==> src/rtl/fpu_add_issue.sv <==
// Result FIFO: show-ahead, DEPTH entries, pointers wrap modulo DEPTH.
// Latency: a pushed entry is visible at the head on the next cycle (no bypass).
// Backpressure: none internally; the caller never pushes when full and never pops when empty.
module fpu_add_issue_fifo #(
  parameter int W     = 32,
  parameter int DEPTH = 8
) (
  input  logic                       core_clk,
  input  logic                       rst,
  input  logic                       push_vld,
  input  logic [W-1:0]               push_dat,
  input  logic                       pop_rdy,
  output logic [W-1:0]               head_dat,
  output logic [$clog2(DEPTH+1)-1:0] cnt
);
  localparam int PW = (DEPTH > 1) ? $clog2(DEPTH) : 1;

  logic [W-1:0]  mem [DEPTH];
  logic [PW-1:0] wr_ptr;
  logic [PW-1:0] rd_ptr;

  function automatic logic [PW-1:0] wrap_inc(input logic [PW-1:0] p);
    return (p == PW'(DEPTH - 1)) ? '0 : p + 1'b1;
  endfunction

  always_ff @(posedge core_clk) begin
    if (rst) begin
      wr_ptr <= '0;
      rd_ptr <= '0;
      cnt    <= '0;
    end else begin
      if (push_vld) wr_ptr <= wrap_inc(wr_ptr);
      if (pop_rdy)  rd_ptr <= wrap_inc(rd_ptr);
      if (push_vld && !pop_rdy)      cnt <= cnt + 1'b1;
      else if (!push_vld && pop_rdy) cnt <= cnt - 1'b1;
    end
  end

  always_ff @(posedge core_clk) begin
    if (push_vld) mem[wr_ptr] <= push_dat;
  end

  assign head_dat = mem[rd_ptr];

endmodule

// Issue/collect controller around fpu_add; optional sideband tag under FPU_ISSUE_TAG_EN.
// Latency: accept in cycle 0, result captured in cycle LAT, OUT_VALID in cycle LAT+1.
// Backpressure: IN_READY drops when OCC reaches DEPTH, so every in-flight result has a FIFO slot.
module fpu_add_issue #(
  parameter int LAT   = 5,
  parameter int DEPTH = 8,
  parameter int TAG_W = 4
) (
  input  logic                       CLK,
  input  logic                       RESET,
  input  logic                       IN_VALID,
  output logic                       IN_READY,
  input  logic [31:0]                IN_A,
  input  logic [31:0]                IN_B,
`ifdef FPU_ISSUE_TAG_EN
  input  logic [TAG_W-1:0]           IN_TAG,
`endif
  output logic                       FPU_EN,
  output logic [31:0]                FPU_A,
  output logic [31:0]                FPU_B,
  input  logic [31:0]                FPU_Z,
  output logic                       OUT_VALID,
  input  logic                       OUT_READY,
  output logic [31:0]                OUT_Z,
`ifdef FPU_ISSUE_TAG_EN
  output logic [TAG_W-1:0]           OUT_TAG,
`endif
  output logic [$clog2(DEPTH+1)-1:0] OCC
);
  localparam int CW = $clog2(DEPTH + 1);
`ifdef FPU_ISSUE_TAG_EN
  localparam int EW = 32 + TAG_W;
`else
  // TAG_W stays referenced so both builds share one parameter list.
  localparam int EW = 32 + 0 * TAG_W;
`endif

  logic           acc;
  logic           push;
  logic           pop;
  logic [LAT-1:0] vp;
  logic [EW-1:0]  push_dat;
  logic [EW-1:0]  head_dat;
  logic [CW-1:0]  fifo_cnt;

  assign IN_READY = (OCC != CW'(DEPTH));
  assign acc      = IN_VALID & IN_READY;
  assign FPU_EN   = acc;
  assign FPU_A    = IN_A;
  assign FPU_B    = IN_B;

  // vp mirrors the fpu_add pipe; its tail marks the cycle FPU_Z is genuine.
  always_ff @(posedge CLK) begin
    if (RESET) begin
      vp  <= '0;
      OCC <= '0;
    end else begin
      vp[0] <= acc;
      for (int i = 1; i < LAT; i++) vp[i] <= vp[i-1];
      if (acc && !pop)      OCC <= OCC + 1'b1;
      else if (!acc && pop) OCC <= OCC - 1'b1;
    end
  end

  assign push = vp[LAT-1];

`ifdef FPU_ISSUE_TAG_EN
  logic [TAG_W-1:0] tp [LAT];

  always_ff @(posedge CLK) begin
    tp[0] <= IN_TAG;
    for (int i = 1; i < LAT; i++) tp[i] <= tp[i-1];
  end

  assign push_dat = {FPU_Z, tp[LAT-1]};
  assign OUT_Z    = head_dat[EW-1:TAG_W];
  assign OUT_TAG  = head_dat[TAG_W-1:0];
`else
  assign push_dat = FPU_Z;
  assign OUT_Z    = head_dat;
`endif

  fpu_add_issue_fifo #(
    .W     (EW),
    .DEPTH (DEPTH)
  ) u_res_fifo (
    .core_clk (CLK),
    .rst      (RESET),
    .push_vld (push),
    .push_dat (push_dat),
    .pop_rdy  (pop),
    .head_dat (head_dat),
    .cnt      (fifo_cnt)
  );

  assign OUT_VALID = (fifo_cnt != '0);
  assign pop       = OUT_VALID & OUT_READY;

endmodule

==> config.mk <==
export PLATFORM = sky130hd
export DESIGN_NAME = fpu_add_issue
export DESIGN_NICKNAME = d
export VERILOG_FILES = /design/src/rtl/fpu_add_issue.sv
export SDC_FILE = /design/constraint.sdc
export NUM_CORES = 1
export LEC_CHECK = 0
export ABC_AREA = 1
export CAP_MARGIN = 20
export CORE_MARGIN = 5
export CORE_UTILIZATION = 50
export DETAILED_ROUTE_END_ITERATION = 12
export PLACE_DENSITY = 0.76
export REMOVE_ABC_BUFFERS = 1
export SYNTH_ARGS = -nofsm -noshare
export SYNTH_HDL_FRONTEND = slang
export SYNTH_SLANG_ARGS = --single-unit
==> constraint.sdc <==
create_clock -name CLK -period 2.6 [get_ports CLK]
set_input_delay 0.78 -clock CLK [delete_from_list [all_inputs] [get_ports CLK]]
set_output_delay 0.78 -clock CLK [all_outputs]
set_load 0.005 [all_outputs]
# --- Word-level counts from Yosys, hierarchy flattened ---
# Memories as Yosys holds them, arrays and structs flattened. A register that Yosys moved wholly into a read port is not among the register bits.
# Cells that the tools add are included.
totals:
  ff_bits: 19
  ram_bits: 256
  input_bits: 100
  out_inout_bits: 103
  memories: 1
mem_list:
  columns: ["memory", "depth", "width", "rd", "rd_ports_with_merged_regs", "write_ports", "line", "source"]
  rows:
  - ["u_res_fifo.mem", 8, 32, 1, 1, 1, "18", "logic [W-1:0] mem [DEPTH];"]
classes:
  addsub: 6
  eq_ne: 3
  muxes: 10
  bitwise_logic: 2
  reduce_logical: 10
ops:
  columns: ["operator", "n"]
  rows:
  - ["$mux 4", 4]
  - ["$mux 3", 4]
  - ["$add 4x1->4 const B", 2]
  - ["$sub 4x1->4 const B", 2]
  - ["$add 3x1->3 const B", 2]
  - ["$eq 3x3->1 const B", 2]
  - ["$logic_and 1x1->1", 4]
  - ["$ne 4x4->1 const B", 1]
  - ["$reduce_bool 2->1", 2]
  - ["$reduce_bool 4->1", 1]
  - ["$logic_not 1->1", 3]
  - ["$and 1x1->1", 2]
  - ["$mux 1", 2]

# --- Depth between registers and ports, before layout ---
# Gate-level depths: netlist of run 1.
depth:
  ltp_word: 6
  mapped_depth: 14
  depth_no_buf: 14

# --- Hierarchy ---
# Synthesis of run 1 repeated with hierarchy kept, for this count alone.
hier_totals:
  cells_unflattened: 1061
  hier_area_um2: 11791.3
modules_own_cells:
  columns: ["module", "instances", "cells_each", "area_per_inst_um2", "seq_area_each_um2"]
  rows:
  - ["fpu_add_issue_fifo", 1, 936, 10870.4, 7947.6]
  - ["fpu_add_issue", 1, 125, 920.9, 180.2]

# --- Worst setup path before layout of run 1 ---
# No wires, ideal clock.
synth_timing:
  path_type: "reg-to-reg"
  from: "reg vp[4]"
  to: "mem u_res_fifo.mem[1][0], enable pin"
  arrival_ns: 1.892
  slack_ns: 0.287
  path_stages_with_launch: 3
  period_less_slack_ns: 2.313
  path_cell_list: "dfxtp_1 > nand2_1 > nor2_1"
synth_between:
  elab_chain_len: 2
synth_lines:
  columns: ["item", "line", "source"]
  rows:
  - ["start, declared", "87", "logic [LAT-1:0] vp;"]
  - ["start signal, assigned", "101", "vp <= '0;"]
  - ["$mux 1", "40", "if (push_vld) mem[wr_ptr] <= push_dat;"]
  - ["$mux 1 (implied by the code)", "40", null]
  - ["end, declared", "18", null]
# No other way between the ends.

==> results of run 1 <==
## stage by stage
step / setup TNS (ns) / std cells / setup WS (ns)
global route: -7.06 / 1470 / -0.290
finish: -4.61 / 1470 / -0.234
floorplan: -77.79 / 950 / -2.46
CTS: -5.52 / 1461 / -0.224
detailed placement: -0.108 / 1376 / -0.0590
global placement: -0.0519 / 1376 / -0.0519
## cell usage in the layout, fill, tap and decap left out, types with 17 or more instances in the layout
| master | n |
|---|---|
| edfxtp_1 | 256 |
| nor2_1 | 178 |
| nand2_1 | 174 |
| o21ai_1 | 61 |
| o21ai_2 | 57 |
| nor2_4 | 54 |
| nor2_2 | 44 |
| clkdlybuf4s50_1 | 41 |
| clkbuf_16 | 36 |
| inv_1 | 30 |
| buf_4 | 25 |
| dfxtp_1 | 19 |
| buf_2 | 18 |
| buf_12 | 18 |
| buf_16 | 17 |
## final cells by class
type / count / area [sq um] / area share, %
Sequential cell: 278 / 8130 / 54.1
Multi-Input combinational cell: 640 / 3560 / 23.6
Timing Repair Buffer: 149 / 1890 / 12.6
Clock buffer: 46 / 846 / 5.62
Tap cell: 319 / 399 / 2.65
Inverter: 32 / 149 / 0.990
Clock inverter: 5 / 47.5 / 0.316
Timing Repair inverter: 1 / 16.3 / 0.108
## kinds of logic (layout without fill, tap and decap cells)
| logic type | Yosys count | after routing | share of synthesized area, % |
|---|---|---|---|
| buf+inv | 145 | 233 | 7.84 |
| fa+ha+maj | 12 | 12 | 1.40 |
| simple gates | 478 | 478 | 15.4 |
| flops | 278 | 278 | 68.9 |
| compound gates | 148 | 148 | 6.28 |
| xor+xnor | 2 | 2 | 0.149 |
## path summary, 6_finish.rpt
check | depth (start not counted) | endpoint
min reg2reg | 2 | vp[4]
max | 11 | OUT_Z[12]
min | 2 | vp[4]
max reg2reg | 10 | OCC[2]
## flip-flops by register name, summed over array words and instances (netlist names), named ones only
| signal | cells |
|---|---|
| vp | 5 |
| u_res_fifo.rd_ptr | 3 |
| OCC | 4 |
| u_res_fifo.mem | 256 |
| u_res_fifo.cnt | 4 |
| u_res_fifo.wr_ptr | 3 |
## report_power, final
part	leakage, uW	internal (uW)	switching, uW	total [uW]
sequential	0.00248	4960	77.2	5030
combinational	0.00259	2010	2270	4280
clock	0.000447	2300	1620	3930
total	0.00552	9270	3970	13200
## metal layers
| layer | track usage, % | part of all wire, % |
|---|---|---|
| met1 | 31.7 | 36 |
| met2 | 38.6 | 47 |
| met3 | 12.2 | 14 |
| met4 | 6.52 | 2.3 |
| met5 | 6.25 | 0.60 |
## worst register-to-register path, stage by stage, from the launching register on
cell	delay [ns]
dfxtp_1	0.35
nor2_1	0.16
nand3_2	0.15
nand2_1	0.15
ha_1	0.18
inv_1	0.06
buf_4	0.14
fa_1	0.38
xor2_1	0.17
o21ai_0	0.14
inv_1	0.05
## what timing repair did
item	CTS	global route
cloned	16	7
hold buffers	0	0
buffers inserted	18	5
pin swaps	53	68
setup endpoints to repair	33	33
gates resized for setup	322	165
==> metrics.md, run 1 <==
| Metric | Value |
|---|---|
| Fmax | 0.353 GHz |
| CP cell instances | buf_12 > buf_12 > buf_16 > buf_12 > nor2_2 > nor2_1 > o21ai_1 > nand2_1 > nand2_1 > nand2_1 > clkbuf_2 |
| Final nets | approximately 1200 |
| Clk slew on worst S/H paths | 0.06 ns |
| Hold WC Path Type | flip-flop to flip-flop |
| Post-Syn Area per Cell | 11.1 sq um |
| Tot Pwr | 13200 uW |
| HPWL after DPL | 17100 microns |
| Final Hold Vio Count | 0 |
| Register area share after synthesis | 68.9% |
| Synthesized area | ~12000 sq um |
| R2R setup slack | about 0.57 ns |
| Crit path launch type | flip-flop |
| Vias | 8407 |
| Fin crit share | 109% |
| Synth async-reset ratio | 0% |
| Rows | 56 |
| Die area | 26700 sq um |
| Worst-Skew Late Latency | 0.55 ns |
| Root Buffer | clkbuf_16 |
| Setup CP Type | flip-flop to output port |
| Worst-Margin Slew | 0.631 ns |
| Fin util | 64.5% |
| Setup ws final | -0.234 ns |
| Cell Pwr Density | 880 nW/um^2 |
| Synth warn | 0 |
| Max cap viols | 0 |
| Worst Path Required | 1.82 ns |
| P_leak | roughly 0.0055 uW |
| Layout cell share with drive strength beyond 1 | between 20% and 30% |
| RSZ-0062 raised after global routing | true |
| CTS sink cnt | about 280 |
| Core box area | 23300 sq um |
| Congestion Overflow GR | 0 |
| Placement-stage cell area | ~13000 sq um |
| Drt via density | between 5 and 6 |
| Vias in the first global route | 8254 |
| Slew HR | around 58% |
| Delay-heaviest family, CP | buffers and inverters |
| Final Max Tran Viols | 0 |
| Initial DRC Count | 789 |
| Post-synth top cells | 276 x nor2_1, 256 x edfxtp_1, 190 x nand2_1, 109 x o21ai_0, 65 x buf_4 |
| Post-DR wirelength/cell | roughly 24 microns |
| Setup crit end kind | output port |
| Synth-to-layout area growth | 27.6% |
| Yosys top cell area share | 65.2% |
| Clock Skew | 0.0124 ns |
| Arrival time at the worst endpoint | 2.05 ns |
| Synthesized flop and latch total | 278 |
| Antenna violations before repair | 3 |
| CP max FO | 7 |
| Buffers on Ports | 74 |
| Top Ports | 203 |
| Cell with the most instances after synthesis | nor2_1 |
| WHS | 0.407 ns |
| Syn Inst Count | 1063 |
| Final Setup Violations | 32 |
| RePlAce Congestion | a little over 0.8 |
| Status | finished, violations left |
| GR Util All Layers | 25.1% |
| Die Wd | 164 microns |
| Top_reg_cell synth | edfxtp_1 |
| Crit path time final | 2.83 ns |
| CP max stage cell | dfxtp_4 |
| First-pass GRT wire length | slightly above 50000 microns |
| Yosys cell types | 21 |
| Number of diodes | 0 |
| CTS HTree Levels | 1 |
| Post-synth EDFFs | ~260 |
| Worst hold start | vp[3] |
| Failing checks | setup timing |
| Die Span Y | 164 microns |
| Final wirelength | 35700 microns |
| Antenna Nets Post-Route | 0 |
| Post-route cell area | 15000 sq um |
| DRT Pass-1 Iters | 8 |
| CTS tree | yes |
| Drt drc | 0 |
| Fillers | ~1600 |
| Pin count of the biggest net entering global routing | 65 |
| Clock Path Buffers | 3 |
| Num CTS Buffers | 28 |
| Worst VDD drop | 608 uV |
| Critical path buffers and inverters | 5 |
| Initial Util | ~50% |
| Delay of the slowest critical-path stage | 0.36 ns |
| Leading post-synthesis cells by cell area | edfxtp_1 65%, nor2_1 8.8%, nand2_1 6.0%, o21ai_0 4.6%, buf_4 4.1% |
| Synth area leader | edfxtp_1 |
| Reg2Reg Launch Point | u_res_fifo.cnt[1] |
Power figures use the tool's default switching activity.
==> run 2, diff against run 1 <==
PLACE_DENSITY = not set   (was 0.76)
PLACE_DENSITY_LB_ADDON = 0.1   (was not set)
clock period = 3.6 ns   (was 2.6 ns; I/O delays follow)
==> run 2 against run 1 <==
Effect of this change:
- die area unchanged
- the run now ends clean
- clock-buffer cell count shrank 12
- cell count is 3.9% lower
- register-to-register slack improved by 0.85 ns
- largest cell class unchanged
- flip-flop and latch count unchanged
- core utilization is 7.5 points lower
- first-iteration DRC count down 38%
- largest power group unchanged
- critical path depth is 3 lower
- worst setup slack better by 0.43 ns
- global-route usage decreased by 3.9 points
- critical path type unchanged
==> metrics.md, run 2 (synthesis results as in run 1) <==
| Metric | Value |
|---|---|
| Clock Path Buffers | 3 |
| Arrival time at the worst endpoint | 2.33 ns |
| CTS tree | yes |
| Layout cell share with drive strength beyond 1 | approximately 6.4% |
| Antenna violations before repair | 1 |
| Most flop-heavy register | u_res_fifo.mem |
| Fin crit share | 94.6% |
| Final Max Tran Viols | 0 |
| CTS sink cnt | 278 |
| Drt via density | 5.14 |
| Fin util | a little under three fifths |
| CP max FO | 64 |
| Slew HR | 50.7% |
| Antenna Nets Post-Route | 0 |
| Top Ports | 203 |
| RePlAce Congestion | 0.715 |
| R2R setup slack | 1.42 ns |
| Rows | 56 |
| Vias | approximately 7300 |
| Final nets | 1187 |
| Worst-Margin Slew | 0.737 ns |
| Reg2reg path depth | 11 |
| Final wirelength | approximately 29000 microns |
| Critical R2R Capture | OCC[3] |
| Pin count of the biggest net entering global routing | approximately 130 |
| Clk slew on worst S/H paths | about 0.06 ns |
| Worst-Skew Late Latency | 0.53 ns |
| Die Wd | 164 microns |
| Root Buffer | clkbuf_16 |
| Clock Skew | roughly 0.011 ns |
| Post-DR wirelength/cell | 20.4 microns |
| Final Hold Vio Count | 0 |
| Num CTS Buffers | 29 |
| Largest regs | u_res_fifo.mem (256), vp (5) |
| Congestion Overflow GR | 0 |
| Max cap viols | 0 |
| Setup CP Type | flip-flop to output port |
| Die Span Y | between 150 and 200 microns |
| Worst VDD drop | 324 uV |
| Worst Path Required | 2.52 ns |
| Fillers | a little under 2000 |
| Final Setup Violations | 0 |
| Commonest cells after routing, fill and taps aside | 268 x nor2_1, 256 x edfxtp_1, 190 x nand2_1 |
| Inst Count DP | 1362 |
| Hold Crit Depth | 2 |
| Final std cells w/o fill | 1413 |
| Die area | around 27000 sq um |
| Initial DRC Count | 487 |
| Tot Pwr | 8120 uW |
| Core box area | 23300 sq um |
| GR Util All Layers | 21.2% |
| Cell Pwr Density | between 600 and 700 nW/um^2 |
| CTS HTree Levels | 1 |
| Max reg flops | 256 |
| Synth-to-layout area growth | 12.7% |
| P_leak | just under 0.005 uW |
| FF/Latch Area | 8130 sq um |
| Initial Util | 50.5% |
| Crit path launch type | flip-flop |
| Crit path time final | 3.41 ns |
| Vias in the first global route | 6765 |
| Multi-input gate area | 2800 sq um |
| Drt drc | 0 |
| Hold WC Path Type | flip-flop to flip-flop |
| HPWL after DPL | 16300 microns |
| Commonest non-fill, non-tap cell in the layout | nor2_1 |
| Fmax | 0.294 GHz |
| Status | complete, no violations |
| First-pass GRT wire length | 42200 microns |
| Hold-fix buffers, CTS | 0 |
| Number of diodes | 0 |
| RSZ-0062 raised after global routing | false |
| Reg2Reg Launch Point | u_res_fifo.cnt[1] |
| Worst Hold End | vp[4] |
| Worst hold start | vp[3] |
| Buffers on Ports | 74 |
| DRT Pass-1 Iters | 4 |
| Setup crit end kind | output port |
-- run 2: power by group --
| group | switching, uW | internal (uW) | total, uW |
|---|---|---|---|
| registers | 56.3 | 3580 | 3640 |
| logic | 1040 | 785 | 1830 |
| clock network | 1130 | 1530 | 2660 |
| total | 2230 | 5890 | 8120 |
-- run 2: layer usage --
metal,share of wire (%),global-route usage (%),wire length (microns)
met1,45,29.6,12800
met2,44,31.0,12600
met3,9.7,8.93,2800
met4,1.3,4.27,371
met5,0.76,5.87,219
-- run 2: layout make-up --
cell class                      instances  area share [%]
Clock inverter                         16           0.725
Clock buffer                           34            5.60
Multi-Input combinational cell        640            21.0
Sequential cell                       278            61.2
Inverter                               32           0.942
Tap cell                              319            3.00
Timing Repair Buffer                   94            7.49
-- run 2: worst max-delay path, cell delays in order (launching register included) --
cell and delay, ns:
dfxtp_4 0.41, clkbuf_16 0.33, nor2_1 0.09, nor2_1 0.09, o21ai_0 0.08, nand2_1 0.07, nand2_1 0.04, nand2_1 0.10
clkdlybuf4s50_1 0.54
-- run 2: what timing repair did --
action | in CTS | in global routing
gates cloned | 0 | 1
resized for setup | 0 | 6
buffers inserted | 0 | 0
endpoints found under the setup margin | 4 | 32
-- run 2: how the worst max path moves through the flow --
stage	slack (ns)	to	cells past startpoint	startpoint
after CTS	-0.02	OUT_Z[5]	8	flip-flop
final	0.19	OUT_Z[6]	8	flip-flop
after global placement	0.35	FPU_EN	4	IN_VALID
after global routing	0.01	OUT_Z[5]	7	flip-flop
after detailed placement	0.35	FPU_EN	4	IN_VALID
after floorplan	-1.76	OUT_Z[30]	5	flip-flop
-- run 2: through the flow --
step / worst slack (ns) / setup TNS, ns / area, sq um / hold slack (ns)
floorplan: -1.76 / -55.39 / 11000 / 0.388
global placement: 0.348 / 0 / 12400 / 0.389
detailed placement: 0.352 / 0 / 12400 / 0.395
CTS: -0.0163 / -0.0379 / 13200 / 0.403
global route: 0.0150 / 0 / 13300 / 0.410
finish: 0.195 / 0 / 13300 / 0.401
==> run 3, diff against run 2 <==
CAP_MARGIN = not set   (was 20)
==> results of run 3 <==
The final DEF is identical to that of run 2; final timing and power are the same.
==> RTL edit (settings of run 1) <==
Add a define of `FPU_ISSUE_TAG_EN`.
--- a/src/rtl/fpu_add_issue.sv
+++ b/src/rtl/fpu_add_issue.sv
@@ -2,4 +2,6 @@
 // Latency: a pushed entry is visible at the head on the next cycle (no bypass).
 // Backpressure: none internally; the caller never pushes when full and never pops when empty.
+`define FPU_ISSUE_TAG_EN
+
 module fpu_add_issue_fifo #(
   parameter int W     = 32,
Ports: changed (added IN_TAG and OUT_TAG); port bits go from 203 to 211. No check against the original RTL was run, so the function may have changed too.
==> RTL edit against run 1 <==
The run still ends with setup timing left. Combinational power rose by 6.8%. Sequential cell count rose by 52. Design area rose by 14%. Sequential share of layout area rose by 1.5 points. Setup slack got worse by 52 ps. Maximum frequency fell by 1.8%. Routed wire length rose by 7.4%. Power rose by 15%. Area after synthesis rose by 14%.
==> RTL edit: results <==
metrics = {
    "status": {
        "status": "finished, violations left",
        "violations": "setup timing",
    },
    "placed_design": {
        "gp_congestion": 0.798,
        "dp_cells": 1530,
    },
    "worst_setup_path": {
        "r2r_setup_slack_ps": 510,
        "worstPathMaxFanout": 8,
        "cp-endpoint": "OUT_Z[2]",
        "worstPathArrival_ps": 2110,
    },
    "global_routing": {
        "grt_pass1_wl_um": 56200,
        "grt_pass1_vias": 9235,
        "use_met1_pct": 30.1,
    },
    "clocking": {
        "ctsResizeCount": 345,
    },
    "final_layout": {
        "final_cells": 1638,
        "clkbuf_count": 47,
        "final_nets": 1388,
        "clock_area_share_pct": 6.35,
        "nFlopsAndLatches": 330,
    },
    "power": {
        "leakage_uw": 0.00633,
        "ir_worst_vdd_mv": 0.625,
        "p_sw_uw": 4380,
    },
    "die": {
        "rows": 60,
    },
    "sta": {
        "finalSetupViolCount": 36,
        "tns_ps": -6160,
        "clock_skew_ps": 20.7,
        "setup_slack_ps": -285,
    },
    "routing": {
        "dr.pass1.iters": 5,
        "routed_wl_um": 38300,
    },
    "logic_synthesis": {
        "syn_inst": 1188,
        "yosys.area_share.adder_pct": 1.23,
        "synthTopCellsByCount": "nor2_1, edfxtp_1, nand2_1",
        "synth_edf_count": 288,
        "synth-compound-area-share_pct": 6.12,
    },
}
RTL edit: per-layer routing:
layer  up-vias  share of wire (%)
li1       4136                  -
met4        10                2.7
met3        97                 12
met5         -               0.56
met1      4506                 38
met2       537                 47
RTL edit: worst min-delay path by stage:
| stage | from | to | slack [ps] | cells past startpoint |
|---|---|---|---|---|
| 2_1_floorplan | tp[0][6] | tp[0][10] | 310 | 0 |
| 3_3_place_gp | tp[0][4] | tp[0][8] | 310 | 0 |
| 3_5_place_dp | tp[0][2] | tp[0][6] | 310 | 0 |
| 4_1_cts | tp[0][2] | tp[0][6] | 330 | 0 |
| 5_1_grt | tp[0][2] | tp[0][6] | 330 | 0 |
| 6_report | tp[0][6] | tp[0][10] | 330 | 0 |
RTL edit: cell families after synthesis:
group / Yosys count
AO/OA/AOI/OAI: 164
buffers and inverters: 150
AND/OR/NAND/NOR: 530
flip-flops: 330
XOR/XNOR: 2
adder cells (fa/ha/maj): 12
